`src/rtl/perceptron_pkg.sv`:
```
// Shared types and constants for the perceptron trainer and its core handshake.
package perceptron_pkg;

  typedef enum logic [3:0] {
    ST_IDLE,
    ST_RST,
    ST_LD_W0,
    ST_LD_W1,
    ST_LD_W2,
    ST_LD_N,
    ST_SEND_X1,
    ST_SEND_X2,
    ST_WAIT,
    ST_SAMPLE,
    ST_EPOCH,
    ST_RB_W0,
    ST_RB_W1,
    ST_RB_W2,
    ST_FIN
  } state_e;

  // Core output-mux selects.
  localparam logic [1:0] SEL_SUM = 2'd0;
  localparam logic [1:0] SEL_W2  = 2'd1;
  localparam logic [1:0] SEL_W1  = 2'd2;
  localparam logic [1:0] SEL_W0  = 2'd3;

  // 1.0 in the core's fixed-point format (3 fractional bits).
  localparam logic [5:0] ONE = 6'b001000;

  localparam int WD_LIMIT = 16;
  localparam int WD_W     = $clog2(WD_LIMIT);

  typedef struct packed {
    logic [5:0] x1;
    logic [5:0] x2;
    logic       label;
  } sample_t;

endpackage

```
`src/rtl/perceptron_trainer_if.sv`:
```
// Serial load / result handshake between the trainer (master) and the perceptron core (slave).
interface perceptron_core_if;
  logic       p_reset_l;
  logic       go;
  logic       update;
  logic       correct;
  logic [1:0] sel_out;
  logic [5:0] in_val;
  logic       done;
  logic       classification;
  logic       sync;
  logic [5:0] out_val;

  modport master (
    output p_reset_l, go, update, correct, sel_out, in_val,
    input  done, classification, sync, out_val
  );

  modport slave (
    input  p_reset_l, go, update, correct, sel_out, in_val,
    output done, classification, sync, out_val
  );
endinterface

```
`src/rtl/perceptron_trainer_sample_mem.sv`:
```
// Training-set register file: one write port, one combinational read port.
module sample_mem
  import perceptron_pkg::*;
#(
  parameter  int DEPTH = 4,
  localparam int AW    = $clog2(DEPTH)
) (
  input  logic          clk,
  input  logic          we,
  input  logic [AW-1:0] waddr,
  input  sample_t       wdata,
  input  logic [AW-1:0] raddr,
  output sample_t       rdata
);

  sample_t mem [DEPTH];

  // NOTE: storage has no reset; the host writes every slot it uses before a run.
  always_ff @(posedge clk) begin
    if (we) begin
      mem[waddr] <= wdata;
    end
  end

  assign rdata = mem[raddr];

endmodule

```
`src/rtl/perceptron_trainer.sv`:
```
// Epoch sequencer for the perceptron core: loads weights/rate, streams samples, counts errors.
// Optional weight readback after the last epoch is built when PTRAIN_READBACK_EN is defined.
module perceptron_trainer
  import perceptron_pkg::*;
#(
  parameter  int DEPTH      = 4,
  parameter  int MAX_EPOCHS = 15,
  localparam int AW         = $clog2(DEPTH),
  localparam int CW         = AW + 1,
  localparam int EW         = $clog2(MAX_EPOCHS + 1)
) (
  input  logic              clk,
  input  logic              reset_l,
  input  logic              start,
  input  logic              train,
  input  logic              wr_en,
  input  logic [AW-1:0]     wr_addr,
  input  logic [5:0]        wr_x1,
  input  logic [5:0]        wr_x2,
  input  logic              wr_label,
  input  logic [CW-1:0]     num_samples,
  input  logic [5:0]        init_w0,
  input  logic [5:0]        init_w1,
  input  logic [5:0]        init_w2,
  input  logic [5:0]        init_n,
  perceptron_core_if.master core,
  output logic              busy,
  output logic              finished,
  output logic              converged,
  output logic [EW-1:0]     epochs,
  output logic [CW-1:0]     last_errors,
  output logic              proto_err,
  output logic [5:0]        w0_out,
  output logic [5:0]        w1_out,
  output logic [5:0]        w2_out
);

  state_e          state_q, state_d;
  logic            train_q;
  logic [5:0]      w0_q, w1_q, w2_q, n_q;
  logic [CW-1:0]   num_q, err_q, num_clamped;
  logic [AW-1:0]   idx_q;
  logic [WD_W-1:0] wd_q;
  sample_t         wr_sample, rd_sample;
  logic            last_sample, stop_run, wd_expire, sync_needed, label_phase;
  logic            go_c;
  logic [5:0]      in_val_c;
  logic [1:0]      sel_c;

  assign wr_sample = '{x1: wr_x1, x2: wr_x2, label: wr_label};

  sample_mem #(.DEPTH(DEPTH)) u_mem (
    .clk   (clk),
    .we    (wr_en && (state_q == ST_IDLE)),
    .waddr (wr_addr),
    .wdata (wr_sample),
    .raddr (idx_q),
    .rdata (rd_sample)
  );

  assign num_clamped = (num_samples > CW'(DEPTH)) ? CW'(DEPTH) : num_samples;
  assign last_sample = ((CW'(idx_q) + CW'(1)) == num_q);
  assign stop_run    = (err_q == '0) || !train_q || (epochs == EW'(MAX_EPOCHS - 1));
  assign wd_expire   = (wd_q == WD_W'(WD_LIMIT - 1));
  assign sync_needed = state_q inside {ST_LD_W0, ST_LD_W1, ST_LD_W2, ST_LD_N, ST_SEND_X1};
  assign label_phase = state_q inside {ST_SEND_X1, ST_SEND_X2, ST_WAIT, ST_SAMPLE};

  // NOTE: sequential state uses non-blocking assignments so every flop samples pre-edge values.
  always_ff @(posedge clk or negedge reset_l) begin
    if (!reset_l) begin
      state_q <= ST_IDLE;
    end else begin
      state_q <= state_d;
    end
  end

  always_comb begin
    // NOTE: every signal written here gets a default first, so no path can infer a latch.
    state_d  = state_q;
    go_c     = 1'b0;
    in_val_c = '0;
    sel_c    = SEL_SUM;
    case (state_q)
      ST_IDLE:    if (start) state_d = ST_RST;
      ST_RST:     state_d = ST_LD_W0;
      ST_LD_W0:   begin go_c = 1'b1; in_val_c = w0_q; state_d = ST_LD_W1; end
      ST_LD_W1:   begin go_c = 1'b1; in_val_c = w1_q; state_d = ST_LD_W2; end
      ST_LD_W2:   begin go_c = 1'b1; in_val_c = w2_q; state_d = ST_LD_N;  end
      ST_LD_N: begin
        go_c     = 1'b1;
        in_val_c = n_q;
        state_d  = (num_q == '0) ? ST_FIN : ST_SEND_X1;
      end
      ST_SEND_X1: begin go_c = 1'b1; in_val_c = rd_sample.x1; state_d = ST_SEND_X2; end
      ST_SEND_X2: begin go_c = 1'b1; in_val_c = rd_sample.x2; state_d = ST_WAIT;    end
      ST_WAIT: begin
        if (core.done)     state_d = ST_SAMPLE;
        else if (wd_expire) state_d = ST_FIN;
      end
      ST_SAMPLE:  state_d = last_sample ? ST_EPOCH : ST_SEND_X1;
      ST_EPOCH: begin
        if (!stop_run) begin
          state_d = ST_SEND_X1;
        end else begin
`ifdef PTRAIN_READBACK_EN
          state_d = ST_RB_W0;
`else
          state_d = ST_FIN;
`endif
        end
      end
`ifdef PTRAIN_READBACK_EN
      ST_RB_W0:   begin sel_c = SEL_W0; state_d = ST_RB_W1; end
      ST_RB_W1:   begin sel_c = SEL_W1; state_d = ST_RB_W2; end
      ST_RB_W2:   begin sel_c = SEL_W2; state_d = ST_FIN;   end
`endif
      ST_FIN:     state_d = ST_IDLE;
      default:    state_d = ST_IDLE;
    endcase
  end

  always_ff @(posedge clk or negedge reset_l) begin
    if (!reset_l) begin
      train_q     <= 1'b0;
      w0_q        <= '0;
      w1_q        <= '0;
      w2_q        <= '0;
      n_q         <= '0;
      num_q       <= '0;
      idx_q       <= '0;
      err_q       <= '0;
      wd_q        <= '0;
      epochs      <= '0;
      last_errors <= '0;
      converged   <= 1'b0;
      proto_err   <= 1'b0;
    end else begin
      if (sync_needed && !core.sync) proto_err <= 1'b1;
      case (state_q)
        ST_IDLE: begin
          if (start) begin
            train_q     <= train;
            w0_q        <= init_w0;
            w1_q        <= init_w1;
            w2_q        <= init_w2;
            n_q         <= init_n;
            num_q       <= num_clamped;
            idx_q       <= '0;
            err_q       <= '0;
            epochs      <= '0;
            last_errors <= '0;
            converged   <= 1'b0;
            proto_err   <= 1'b0;
          end
        end
        ST_LD_N:    if (num_q == '0) converged <= 1'b1;
        ST_SEND_X2: wd_q <= '0;
        ST_WAIT: begin
          if (!core.done) begin
            wd_q <= wd_q + WD_W'(1);
            if (wd_expire) proto_err <= 1'b1;
          end
        end
        ST_SAMPLE: begin
          if (core.classification != rd_sample.label) err_q <= err_q + CW'(1);
          idx_q <= last_sample ? '0 : idx_q + AW'(1);
        end
        // The core returns to its x1-ready state, so the next epoch skips the load phase.
        ST_EPOCH: begin
          epochs      <= epochs + EW'(1);
          last_errors <= err_q;
          converged   <= (err_q == '0);
          err_q       <= '0;
        end
        default: ;
      endcase
    end
  end

`ifdef PTRAIN_READBACK_EN
  always_ff @(posedge clk or negedge reset_l) begin
    if (!reset_l) begin
      w0_out <= '0;
      w1_out <= '0;
      w2_out <= '0;
    end else begin
      case (state_q)
        ST_RB_W0: w0_out <= core.out_val;
        ST_RB_W1: w1_out <= core.out_val;
        ST_RB_W2: w2_out <= core.out_val;
        default: ;
      endcase
    end
  end
`else
  assign w0_out = '0;
  assign w1_out = '0;
  assign w2_out = '0;
`endif

  assign core.p_reset_l = (state_q != ST_RST);
  assign core.go        = go_c;
  assign core.in_val    = in_val_c;
  assign core.sel_out   = sel_c;
  assign core.update    = train_q && busy;
  assign core.correct   = label_phase && rd_sample.label;
  assign busy           = (state_q != ST_IDLE);
  assign finished       = (state_q == ST_FIN);

endmodule

```
`src/flat_wrapper.sv`:
```
// flat-port wrapper written by rule: the top's interface ports become plain ports
module perceptron_trainer_flat import perceptron_pkg::*;
#(
  parameter  int DEPTH      = 4,
  parameter  int MAX_EPOCHS = 15,
  localparam int AW         = $clog2(DEPTH),
  localparam int CW         = AW + 1,
  localparam int EW         = $clog2(MAX_EPOCHS + 1)
)
  (clk, reset_l, start, train, wr_en, wr_addr, wr_x1, wr_x2, wr_label, num_samples, init_w0, init_w1, init_w2, init_n, busy, finished, converged, epochs, last_errors, proto_err, w0_out, w1_out, w2_out, core_p_reset_l, core_go, core_update, core_correct, core_sel_out, core_in_val, core_done, core_classification, core_sync, core_out_val);
  perceptron_core_if core_i ();
  input  logic clk;
  input  logic reset_l;
  input  logic start;
  input  logic train;
  input  logic wr_en;
  input  logic [AW-1:0] wr_addr;
  input  logic [5:0] wr_x1;
  input  logic [5:0] wr_x2;
  input  logic wr_label;
  input  logic [CW-1:0] num_samples;
  input  logic [5:0] init_w0;
  input  logic [5:0] init_w1;
  input  logic [5:0] init_w2;
  input  logic [5:0] init_n;
  output logic busy;
  output logic finished;
  output logic converged;
  output logic [EW-1:0] epochs;
  output logic [CW-1:0] last_errors;
  output logic proto_err;
  output logic [5:0] w0_out;
  output logic [5:0] w1_out;
  output logic [5:0] w2_out;
  output wire logic [$bits(core_i.p_reset_l)-1:0] core_p_reset_l;
  output wire logic [$bits(core_i.go)-1:0] core_go;
  output wire logic [$bits(core_i.update)-1:0] core_update;
  output wire logic [$bits(core_i.correct)-1:0] core_correct;
  output wire logic [$bits(core_i.sel_out)-1:0] core_sel_out;
  output wire logic [$bits(core_i.in_val)-1:0] core_in_val;
  input wire logic [$bits(core_i.done)-1:0] core_done;
  input wire logic [$bits(core_i.classification)-1:0] core_classification;
  input wire logic [$bits(core_i.sync)-1:0] core_sync;
  input wire logic [$bits(core_i.out_val)-1:0] core_out_val;
  assign core_p_reset_l = core_i.p_reset_l;
  assign core_go = core_i.go;
  assign core_update = core_i.update;
  assign core_correct = core_i.correct;
  assign core_sel_out = core_i.sel_out;
  assign core_in_val = core_i.in_val;
  assign core_i.done = core_done;
  assign core_i.classification = core_classification;
  assign core_i.sync = core_sync;
  assign core_i.out_val = core_out_val;
  perceptron_trainer #(.DEPTH(DEPTH), .MAX_EPOCHS(MAX_EPOCHS)) u_core (.clk(clk), .reset_l(reset_l), .start(start), .train(train), .wr_en(wr_en), .wr_addr(wr_addr), .wr_x1(wr_x1), .wr_x2(wr_x2), .wr_label(wr_label), .num_samples(num_samples), .init_w0(init_w0), .init_w1(init_w1), .init_w2(init_w2), .init_n(init_n), .core(core_i), .busy(busy), .finished(finished), .converged(converged), .epochs(epochs), .last_errors(last_errors), .proto_err(proto_err), .w0_out(w0_out), .w1_out(w1_out), .w2_out(w2_out));
endmodule
```
`config.mk`:
```
export PLATFORM = sky130hd
export DESIGN_NAME = perceptron_trainer_flat
export DESIGN_NICKNAME = d
export VERILOG_FILES = /design/src/rtl/perceptron_pkg.sv /design/src/rtl/perceptron_trainer_if.sv /design/src/rtl/perceptron_trainer_sample_mem.sv /design/src/rtl/perceptron_trainer.sv /design/src/flat_wrapper.sv
export SDC_FILE = /design/constraint.sdc
export NUM_CORES = 1
export LEC_CHECK = 0
export BUFFER_PORTS_ARGS = -buffer_cell sky130_fd_sc_hd__buf_2
export CORE_ASPECT_RATIO = 0.6
export CORE_MARGIN = 1
export CORE_UTILIZATION = 29
export CTS_CLUSTER_DIAMETER = 80
export CTS_CLUSTER_SIZE = 16
export DETAILED_ROUTE_END_ITERATION = 12
export RECOVER_POWER = 25
export SYNTH_ARGS = -nofsm -noshare
export SYNTH_HDL_FRONTEND = slang
export SYNTH_SLANG_ARGS = --single-unit
```
`constraint.sdc`:
```
create_clock -name clk -period 3.9 [get_ports clk]
set_input_delay 0.78 -clock clk [delete_from_list [all_inputs] [get_ports clk]]
set_output_delay 0.78 -clock clk [all_outputs]
set_load 0.02 [all_outputs]
```
==> load_flow_metrics.sql <==
INSERT INTO impl_metrics (metric_group, metric, value, unit) VALUES
('grt', 'maximum_number_of_pins_on_one_net_before_global_route_repair', '38', ''),
('detailed_routing', 'first_pass_iters', '4', ''),
('timing', 'clock-skew-final', '10.09', 'ps'),
('cts', 'cts_made_buffers', '9', ''),
('worst_setup_path', 'setup.worst_path.end', 'core_in_val[3]', ''),
('grt', 'grt_first_pass_wirelength', '16.16', 'mm'),
('cts', 'cts_num_sinks', '102', ''),
('worst_setup_path', 'reg2reg_from', 'u_core.state_q[0]', ''),
('detailed_routing', 'routed_wl', '10.37', 'mm'),
('yosys', 'ys_ff_latch', '102', ''),
('yosys', 'asyncSetResetFlopFracSynth', '49.02', '%'),
('worst_setup_path', 'worst-r2r-cell-count', '3', ''),
('floorplan', 'ioPinCount', '97', ''),
('worst_setup_path', 'critPathKind', 'reg2out', ''),
('placement', 'post-dp-hpwl', '7.599', 'mm'),
('detailed_routing', 'vias', '3004', ''),
('detailed_routing', 'post_drt_via_cell_ratio', '4.845', ''),
('yosys', 'synthesis.area_per_instance', '13.86', 'µm²'),
('yosys', 'main_combinational_cell_family_by_area_after_synthesis', 'multiplexers', ''),
('worst_setup_path', 'cp.required', '3120', 'ps'),
('floorplan', 'die-width', '167.1', 'µm'),
('worst_setup_path', 'timing.critical_path.fanout_max', '10', ''),
('floorplan', 'design.core.area', '15680', 'µm²'),
('outcome', 'status', 'finished clean', ''),
('timing', 'hold_fails_final_rpt', '0', ''),
('grt', 'grt_overflow', '0', ''),
('worst_setup_path', 'critical_path.reg2reg.endpoint', 'u_core.w2_q[3]', ''),
('yosys', 'number_of_standard_cells_after_synthesis', '342', ''),
('yosys', 'synth_simple_gate_area_share', '9.369', '%'),
('cts', 'clock_insertion_delay_worst_skew', '350', 'ps'),
('timing', 'tns', '0', 'ps'),
('timing', 'max_clock_freq', '0.3084', 'GHz'),
('grt', 'globalRouteTotalUtil', '12.81', '%'),
('hold_path', 'worst_hold_path.num_cells', '1', ''),
('cts', 'cts-root-to-sink-buffers', '2', ''),
('yosys', 'ys_types', '54', ''),
('timing', 'report.final.slew_viol_count', '0', ''),
('timing', 'setup_violations', '0', ''),
('detailed_routing', 'dr_wl_cell', '16.72', 'µm'),
('cts', 'cts_hold_repair.buffers', '0', ''),
('yosys', 'ys.warnings.count', '0', ''),
('final_layout', 'drive_gt1_share', '31.18', '%'),
('yosys', 'synth-edff-count', '52', ''),
('placement', 'routabilityCongestion', '0.7708', ''),
('timing', 'slew_headroom', '27.80', '%'),
('yosys', 'synth-adder-area-share', '1.584', '%'),
('cts', 'postCtsResizedCells', '0', ''),
('final_layout', 'diodes', '0', ''),
('floorplan', 'initial_core_util', '30.24', '%'),
('worst_setup_path', 'worstSetupStartpointType', 'flop', ''),
('floorplan', 'die_h', '101.0', 'µm'),
('power', 'cellLeakagePower', '0.002240', 'µW'),
('final_layout', 'design.final.nets', '474', ''),
('timing', 'tightestPinTransition', '1083', 'ps'),
('detailed_routing', 'dr.first_iter.drc_count', '115', ''),
('flow_run', 'cap_viol_max_count', '0', ''),
('yosys', 'yosys.area_share.xor_xnor', '1.452', '%'),
('yosys', 'synth-seq-area-share', '59.33', '%'),
('hold_path', 'hold_path.class', 'reg2reg', ''),
('worst_setup_path', 'reg2reg_setup_slack', '1320', 'ps'),
('cts', 'cts_tree', 'yes', ''),
('placement', 'number_of_i_o_port_buffers', '70', ''),
('grt', 'first_global_vias', '2958', ''),
('cts', 'clk_pin_slew', '70', 'ps'),
('cts', 'post_cts_buffers', '0', ''),
('worst_setup_path', 'critPathLaunch', 'u_core.idx_q[0]', ''),
('timing', 'rsz_0062_raised_after_global_routing', 'no', ''),
('cts', 'clockRootBuffer', 'sky130_fd_sc_hd__clkbuf_16', ''),
('power', 'powerDensity', '682.4', 'nW/µm²'),
('power', 'max-vdd-ir-drop', '343.4', 'µV'),
('final_layout', 'fin_util', '35.17', '%');
-- how the worst min path moves through the flow --
stage	from	to	slack, ps
floorplan	u_core.err_q[2]	u_core.last_errors[2]	460
global placement	u_core.last_errors[0]	u_core.last_errors[0]	490
detailed placement	u_core.w2_q[0]	u_core.w2_q[0]	490
CTS	reset_l	u_core.proto_err	380
global route	u_core.n_q[5]	u_core.n_q[5]	520
finish	u_core.epochs[3]	u_core.epochs[3]	500
-- power breakdown --
| group | switching, µW | total [µW] | leakage (µW) | internal, µW |
|---|---|---|---|---|
| Sequential | 277 | 1640 | 0.00110 | 1360 |
| Clock | 417 | 870 | 0.000146 | 453 |
| Combinational | 656 | 1250 | 0.000994 | 595 |
-- metal layers --
layer	GRT usage (%)	vias up	part of all wire, %
li1	-	1399	-
met1	18.11	1499	49
met2	19.38	95	45
met3	3.102	11	4.8
met4	3.917	0	1.5
met5	0	-	0
-- sequential cells by signal, summed over array words and instances (netlist names) --
| signal | cells |
|---|---|
| u_core.u_mem.mem | 52 |
| u_core.n_q | 6 |
| u_core.w0_q | 6 |
| u_core.w1_q | 6 |
| u_core.w2_q | 6 |
| u_core.epochs | 4 |
| u_core.state_q | 4 |
| u_core.wd_q | 4 |
| u_core.err_q | 3 |
| u_core.last_errors | 3 |
| u_core.num_q | 3 |
| u_core.idx_q | 2 |
| u_core.converged | 1 |
| u_core.proto_err | 1 |
| u_core.train_q | 1 |
-- stage by stage --
step,setup WS [ps],std cells,total power (µW),area (µm²)
after global routing,502.5,620,3992,5514
after global placement,1013,604,2889,5235
after detailed placement,995.2,604,2929,5235
after floorplan,1424,361,2588,4812
final,657.9,620,3763,5514
after CTS,607.2,620,3800,5529
-- critical path, stage by stage, from the launching register on --
cell	delay, ps
sky130_fd_sc_hd__dfrtp_1	640
sky130_fd_sc_hd__buf_4	300
sky130_fd_sc_hd__mux4_1	600
sky130_fd_sc_hd__a221o_1	400
sky130_fd_sc_hd__buf_2	170
-- cells in the mapped netlist (4+ instances only) --
cell type / n / area, µm²
sky130_fd_sc_hd__nor3_1: 4 / 20.02
sky130_fd_sc_hd__buf_4: 20 / 150.1
sky130_fd_sc_hd__ha_1: 6 / 75.07
sky130_fd_sc_hd__nand3_1: 15 / 75.07
sky130_fd_sc_hd__mux4_2: 10 / 225.2
sky130_fd_sc_hd__o22ai_1: 4 / 25.02
sky130_fd_sc_hd__o21ai_0: 13 / 65.06
sky130_fd_sc_hd__and3_1: 4 / 25.02
sky130_fd_sc_hd__nand2_1: 18 / 67.56
sky130_fd_sc_hd__edfxtp_1: 52 / 1562
sky130_fd_sc_hd__dfrtp_1: 50 / 1251
sky130_fd_sc_hd__mux2_2: 27 / 304.0
sky130_fd_sc_hd__a221o_1: 7 / 70.07
sky130_fd_sc_hd__a22oi_1: 6 / 45.04
sky130_fd_sc_hd__buf_2: 6 / 30.03
sky130_fd_sc_hd__inv_1: 6 / 22.52
sky130_fd_sc_hd__nand2b_1: 9 / 56.30
sky130_fd_sc_hd__mux2i_1: 8 / 80.08
sky130_fd_sc_hd__nor2_1: 14 / 52.55
sky130_fd_sc_hd__nor2b_1: 4 / 25.02
sky130_fd_sc_hd__clkbuf_1: 6 / 22.52
sky130_fd_sc_hd__a21oi_1: 4 / 20.02
sky130_fd_sc_hd__xor2_1: 4 / 35.03
-- area by class of cell --
class                   count  area (µm²)
multi-input cells         216        1747
clock buffers               9       225.2
inverters                   7       26.28
flip-flops and latches    102        2813
well taps                 203       254.0
clock inverters             7       68.82
repair buffers             76       380.4
fillers                  1541       10160
-- cells in the final DEF (no fill, tap or decap), types with 10 or more instances in the layout --
cell type and instances:
sky130_fd_sc_hd__mux4_2 10, sky130_fd_sc_hd__nand3_1 15, sky130_fd_sc_hd__dfrtp_1 50, sky130_fd_sc_hd__o21ai_0 13, sky130_fd_sc_hd__nand2_1 18, sky130_fd_sc_hd__buf_2 58, sky130_fd_sc_hd__edfxtp_1 52, sky130_fd_sc_hd__mux2_2 27
sky130_fd_sc_hd__clkbuf_1 12, sky130_fd_sc_hd__nor2_1 14, sky130_fd_sc_hd__conb_1 20
-- cells by family (layout without fill, tap and decap cells) --
kind of cell | after synthesis | in the layout
AOI/OAI and AO/OA | 52 | 52
DFF | 102 | 102
xor gates and xnor gates | 7 | 7
and+or+nand+nor | 82 | 82
buffers and inverters | 43 | 99
muxes | 49 | 49
adders and majority gates | 6 | 6
other | 1 | 20
No activity file was read; power rests on OpenSTA's default activity.
